File: src/rtl/servo_pkg.sv
// Shared servo definitions: register map, default pulse limits and the ramp state encoding.
// Also used by the PWM drive stage and by the software headers.
package servo_pkg;

    localparam logic [1:0] REG_TARGET  = 2'd0;
    localparam logic [1:0] REG_STEP    = 2'd1;
    localparam logic [1:0] REG_CURRENT = 2'd2;
    localparam logic [1:0] REG_STATUS  = 2'd3;

    localparam int unsigned DEF_MIN_PULSE    = 32'd50000;
    localparam int unsigned DEF_MAX_PULSE    = 32'd100000;
    localparam int unsigned DEF_CENTER_PULSE = 32'd75000;

    typedef enum logic {
        ST_IDLE = 1'b0,
        ST_RAMP = 1'b1
    } servo_state_e;

    function automatic logic [31:0] clamp_pulse(
        input logic [31:0] value,
        input logic [31:0] lo,
        input logic [31:0] hi
    );
        if (value < lo) begin
            return lo;
        end else if (value > hi) begin
            return hi;
        end else begin
            return value;
        end
    endfunction

endpackage

File: src/rtl/servo_frame_timer.sv
// Free-running frame counter; tick_o pulses for one clock in the last cycle of every frame.
// Reusable by any frame-synchronous servo logic.
module servo_frame_timer #(
    parameter int unsigned FRAME_CYCLES = 32'd1000000
) (
    input  logic clk_i,
    input  logic rst_i,
    output logic tick_o
);

    localparam int unsigned CNT_W = (FRAME_CYCLES > 32'd1) ? $clog2(FRAME_CYCLES) : 1;
    localparam logic [CNT_W-1:0] LAST = CNT_W'(FRAME_CYCLES - 32'd1);

    logic [CNT_W-1:0] cnt_q;
    logic [CNT_W-1:0] cnt_d;
    logic             tick_q;

    // Next count with wrap at the frame boundary.
    always_comb begin
        cnt_d = cnt_q;
        if (cnt_q == LAST) begin
            cnt_d = '0;
        end else begin
            cnt_d = cnt_q + CNT_W'(1);
        end
    end

    // Tick is registered from the next count, so it is high exactly while the counter holds LAST.
    always_ff @(posedge clk_i or posedge rst_i) begin
        if (rst_i) begin
            cnt_q  <= '0;
            tick_q <= 1'b0;
        end else begin
            cnt_q  <= cnt_d;
            tick_q <= (cnt_d == LAST);
        end
    end

    assign tick_o = tick_q;

endmodule

File: src/rtl/servo_pos_ramp.sv
// Slew-rate limiter feeding the servo PWM stage: software sets a clamped target and a step,
// and the live pulse width walks one step toward the target once per frame.
module servo_pos_ramp
    import servo_pkg::*;
#(
    parameter int unsigned MIN_PULSE    = DEF_MIN_PULSE,
    parameter int unsigned MAX_PULSE    = DEF_MAX_PULSE,
    parameter int unsigned CENTER_PULSE = DEF_CENTER_PULSE,
    parameter int unsigned FRAME_CYCLES = 32'd1000000,
    parameter int unsigned DEFAULT_STEP = 32'd500
) (
    input  logic        clock_clk,
    input  logic        reset,
    input  logic [1:0]  avs_address,
    input  logic        avs_write,
    input  logic [31:0] avs_writedata,
    input  logic        avs_read,
    output logic [31:0] avs_readdata,
    output logic [31:0] pulse_time,
    output logic        busy,
    output logic        frame_tick
);

    localparam logic [31:0] MIN_P    = 32'(MIN_PULSE);
    localparam logic [31:0] MAX_P    = 32'(MAX_PULSE);
    localparam logic [31:0] CENTER_P = 32'(CENTER_PULSE);
    localparam logic [23:0] STEP_RST = 24'(DEFAULT_STEP);

    servo_state_e state_q, state_d;
    logic [31:0]  target_q, target_d;
    logic [23:0]  step_q, step_d;
    logic [31:0]  pulse_q, pulse_d;
    logic [31:0]  rdata_q, rdata_d;
    logic         busy_q;
    logic         tick_s;
    logic [31:0]  diff_s;
    logic [31:0]  step32_s;

    servo_frame_timer #(.FRAME_CYCLES(FRAME_CYCLES)) u_timer (
        .clk_i  (clock_clk),
        .rst_i  (reset),
        .tick_o (tick_s)
    );

    assign step32_s = {8'd0, step_q};
    assign diff_s   = (target_q >= pulse_q) ? (target_q - pulse_q) : (pulse_q - target_q);

    // Register writes and the per-frame step; the tick uses the values held before any same-cycle write.
    always_comb begin
        target_d = target_q;
        step_d   = step_q;
        pulse_d  = pulse_q;
        if (avs_write && (avs_address == REG_TARGET)) begin
            target_d = clamp_pulse(avs_writedata, MIN_P, MAX_P);
        end else if (avs_write && (avs_address == REG_STEP)) begin
            step_d = avs_writedata[23:0];
        end else begin
            target_d = target_q;
        end
        case (state_q)
            ST_IDLE: pulse_d = pulse_q;
            ST_RAMP: begin
                if (!tick_s) begin
                    pulse_d = pulse_q;
                end else if ((step_q == 24'd0) || (diff_s <= step32_s)) begin
                    pulse_d = target_q;
                end else if (target_q > pulse_q) begin
                    pulse_d = pulse_q + step32_s;
                end else begin
                    pulse_d = pulse_q - step32_s;
                end
            end
            default: pulse_d = pulse_q;
        endcase
        // A write landing on the final tick can leave a fresh gap, which keeps us in RAMP.
        state_d = (target_d != pulse_d) ? ST_RAMP : ST_IDLE;
    end

    // Read mux; a simultaneous write is not yet visible, so the pre-write value is returned.
    always_comb begin
        rdata_d = rdata_q;
        if (avs_read) begin
            case (avs_address)
                REG_TARGET:  rdata_d = target_q;
                REG_STEP:    rdata_d = step32_s;
                REG_CURRENT: rdata_d = pulse_q;
                REG_STATUS:  rdata_d = {31'd0, busy_q};
                default:     rdata_d = 32'd0;
            endcase
        end else begin
            rdata_d = rdata_q;
        end
    end

    // State, registers and registered outputs.
    always_ff @(posedge clock_clk or posedge reset) begin
        if (reset) begin
            state_q  <= ST_IDLE;
            target_q <= CENTER_P;
            step_q   <= STEP_RST;
            pulse_q  <= CENTER_P;
            rdata_q  <= 32'd0;
            busy_q   <= 1'b0;
        end else begin
            state_q  <= state_d;
            target_q <= target_d;
            step_q   <= step_d;
            pulse_q  <= pulse_d;
            rdata_q  <= rdata_d;
            busy_q   <= (state_q == ST_RAMP);
        end
    end

    assign avs_readdata = rdata_q;
    assign pulse_time   = pulse_q;
    assign busy         = busy_q;
    assign frame_tick   = tick_s;

endmodule

File: config.mk
export PLATFORM = sky130hd
export DESIGN_NAME = servo_pos_ramp
export DESIGN_NICKNAME = d
export VERILOG_FILES = /design/src/rtl/servo_pkg.sv /design/src/rtl/servo_frame_timer.sv /design/src/rtl/servo_pos_ramp.sv
export SDC_FILE = /design/constraint.sdc
export NUM_CORES = 1
export LEC_CHECK = 0
export CAP_MARGIN = 20
export CORE_ASPECT_RATIO = 1.75
export CORE_UTILIZATION = 35
export CTS_CLUSTER_DIAMETER = 60
export DETAILED_ROUTE_END_ITERATION = 8
export GPL_TIMING_DRIVEN = 0
export SLEW_MARGIN = 20
export SYNTH_ARGS = -nofsm -noshare
export SYNTH_HDL_FRONTEND = slang
export SYNTH_HIERARCHICAL = 1
export SYNTH_SLANG_ARGS = --single-unit
File: constraint.sdc
create_clock -name clock_clk -period 7.6 [get_ports clock_clk]
set_clock_uncertainty 0.2 [all_clocks]
set_input_delay 1.52 -clock clock_clk [delete_from_list [all_inputs] [get_ports clock_clk]]
set_output_delay 1.52 -clock clock_clk [all_outputs]
set_load 0.01 [all_outputs]
==> run_results.csv <==
group,metric,value,unit
outcome,outcome,"completed",
routing,num_vias,13400,
worst_setup_path,worstPathArrival,7.60,ns
worst_setup_path,r2r-start,"pulse_time[13]$_DFF_PP1_",
timing,worst_pin_slew,1.14,ns
worst_setup_path,cp-endpoint,"state_q$_DFF_PP0_",
clock_tree,htreeDepth,4,
global_route,grt_max_degree,71,
worst_setup_path,rr_worst_depth,29,
yosys,synth_cell_type_count,92,
worst_setup_path,cp-end-kind,"flop",
routing,ant_nets,0,
floorplan,die_height,262,um
clock_tree,cts_inserted_buffers,17,
placed_design,postPlaceCellArea,15100,um2
clock_tree,cts_hold_buf,0,
clock_tree,cts_root_buf,"clkbuf_16",
global_route,grt_antenna_before_repair,0,
clock_tree,clock_sinks,143,
timing,relSlewSlack,23.5,%
global_route,grt_overflow,0,
placed_design,portBuffers,102,
worst_setup_path,critPathRequiredTime,7.69,ns
floorplan,dieWidth,150,um
timing,min_period,7.51,ns
final_layout,layout.nets,1953,
global_route,grt_usage,28.2,%
yosys,syn_area,13500,um2
worst_setup_path,crit_start,"pulse_time[13]$_DFF_PP1_",
yosys,synth_area_leaders,"dfrtp_1 (22%), ha_1 (11%), a21oi_1 (7.0%)",
routing,drc,0,
yosys,yosysTopAreaCell,"dfrtp_1",
yosys,ys_async_sr_fraction,100,%
flow_run,drv_cap,0,
floorplan,row_count,94,
worst_setup_path,cp_common_cell,"nand4_1",
timing,hold_violations,0,
clock_tree,clk_pin_slew_worst_paths,0.06,ns
yosys,synth_cells,1657,
worst_setup_path,critPathMaxStageDelay,0.63,ns
yosys,synth_seq_cells,143,
clock_tree,cts_buffer_depth,2,
timing,setup_viol,0,
worst_setup_path,cp_max_fo,10,
routing,drtIter0Drc,952,
final_layout,n_antenna_cell,0,
timing,grt_setup_unrepaired,"false",
worst_setup_path,path_class,"reg -> reg",
floorplan,die-area,39300,um2
final_layout,final_common_cell,"a21oi_1",
worst_setup_path,r2r_slack,0.09,ns
worst_setup_path,critPathSlowestCell,"dfstp_2",
yosys,ys_warn_count,6,
floorplan,core-area,37800,um2
placed_design,hpwl,45.1,mm
final_layout,final_area,16000,um2
global_route,first_global_vias,13500,
yosys,ys_seq_area_share,26.8,%
clock_tree,cts_tree,"yes",
final_layout,layout_common_cells,"a21oi_1 (188), nor2_1 (150), nand2_1 (128), ha_1 (120), dfrtp_1 (119)",
power_and_ir_drop,power_density,180,nW/um2
worst_setup_path,r2r-end,"state_q$_DFF_PP0_",
timing,holdWs,0.313,ns
routing,viasPerCell,5.86,
final_layout,syn_to_final_growth,18.8,%
yosys,synth_area_per_cell,8.13,um2
global_route,grt_pass1_wl,80.9,mm
power_and_ir_drop,power,0.00288,W
timing,period_share,98.9,%
timing,final.setup.tns,0,ns
final_layout,drive_above_1_share,10.4,%
routing,dr.pass1.iters,5,
routing,wl,54.8,mm
yosys,syn_nets,1818,
power_and_ir_drop,irDropWorstVdd,0.191,mV
final_layout,post-route-util,42.4,%
power_and_ir_drop,leakage,6.91,nW
worst_hold_path,hold_class,"reg -> reg",
yosys,synth_edf_count,0,
worst_setup_path,start_kind,"flop",
timing,drv_slew,0,
floorplan,start_util,35.7,%
clock_tree,clock_latency,0.45,ns
placed_design,globalplace.congestion,0.968,
yosys,synth_ff_type,"dfrtp_1",
floorplan,io_pins,104,
routing,wire_per_inst,24.0,um
worst_hold_path,hp-start,"avs_readdata[0]$_DFFE_PP0P_",
yosys,synth_top_area_share,22.5,%
timing,max_freq,0.133,GHz
per-stage QoR:
step,instances,setup WS (ns)
after floorplan,1657,1.37
after global placement,2239,-1.42
after detailed placement,2241,-1.41
after CTS,2278,0.00331
after global routing,2285,0.000568
final,2285,0.0860
cells by family (layout without fill, tap and decap cells):
logic type,Yosys count,in the layout,share of synthesized area [%]
buf+inv,189,337,6.00
compound gates,508,508,23.7
fa+ha+maj,123,123,11.6
mux,73,73,5.76
xor+xnor,124,124,8.06
simple gates,497,497,18.1
flops,143,143,26.8
critical path, delay by kind of cell, from the launching register on:
kind | cells | cell delay [ns]
buffers and inverters | 4 | 0.65
AOI/OAI and AO/OA | 11 | 2.23
adders and majority gates | 2 | 0.59
xor gates and xnor gates | 2 | 0.63
and+or+nand+nor | 10 | 2.37
DFF | 1 | 0.63
cells in the mapped netlist (all sizes together), types with 22 or more instances:
cell    number
o21ai      112
nor3        30
inv        118
dfstp       22
nand2      129
a21oi      193
a31oi       22
dfrtp      121
nand4       45
nor2       153
nand3       33
xnor2       77
mux2        26
clkbuf      36
mux2i       46
buf         35
ha         120
a21o        32
xor2        47
registers in the layout, indices dropped and copies added, names as in the netlist:
signal and cells:
avs_readdata 32, busy 1, pulse_time 32, state_q 1, step_q 24, target_q 32, u_timer/cnt_q 20, u_timer/tick_o 1
worst min-delay path by stage:
| stage | endpoint | slack, ns | depth (start not counted) |
|---|---|---|---|
| 6_report | avs_readdata[0]$_DFFE_PP0P_ | 0.31 | 1 |
| 5_1_grt | u_timer/cnt_q[7]$_DFF_PP0_ | 0.33 | 1 |
| 4_1_cts | avs_readdata[0]$_DFFE_PP0P_ | 0.32 | 1 |
| 2_1_floorplan | busy$_DFF_PP0_ | 0.17 | 0 |
| 3_5_place_dp | avs_readdata[0]$_DFFE_PP0P_ | 0.31 | 1 |
| 3_3_place_gp | avs_readdata[0]$_DFFE_PP0P_ | 0.30 | 1 |
power by group:
part | leakage [nW] | switching (W) | internal (W)
clock | 0.292 | 0.000357 | 0.000517
combinational | 4.83 | 0.000685 | 0.000450
sequential | 1.79 | 0.0000568 | 0.000817
total | 6.91 | 0.00110 | 0.00178
layout make-up:
cell class                      instances  area, um2
Clock inverter                         13        165
Clock buffer                           19        433
Inverter                              118        448
Tap cell                              480        601
Buffer                                 71        385
Timing Repair Buffer                  116       1160
Sequential cell                       143       3610
Multi-Input combinational cell       1325       9210
Fill cell                            3762      21700
routing by layer:
| metal | wire length, um | GRT usage [%] | vias up |
|---|---|---|---|
| met4 | 4770 | 22.3 | 0 |
| met5 | 0 | 0 | - |
| met3 | 2320 | 2.67 | 187 |
| met1 | 19900 | 29.8 | 6439 |
| li1 | - | - | 6232 |
| met2 | 27800 | 50.7 | 533 |
repair_timing:
| action | in CTS | in global routing |
|---|---|---|
| resized for setup | 20 | 27 |
| gates cloned | 0 | 1 |
| pin swaps | 3 | 8 |
| endpoints found under the setup margin | 12 | 2 |
| setup buffers | 5 | 6 |
Power figures use the tool's default switching activity.
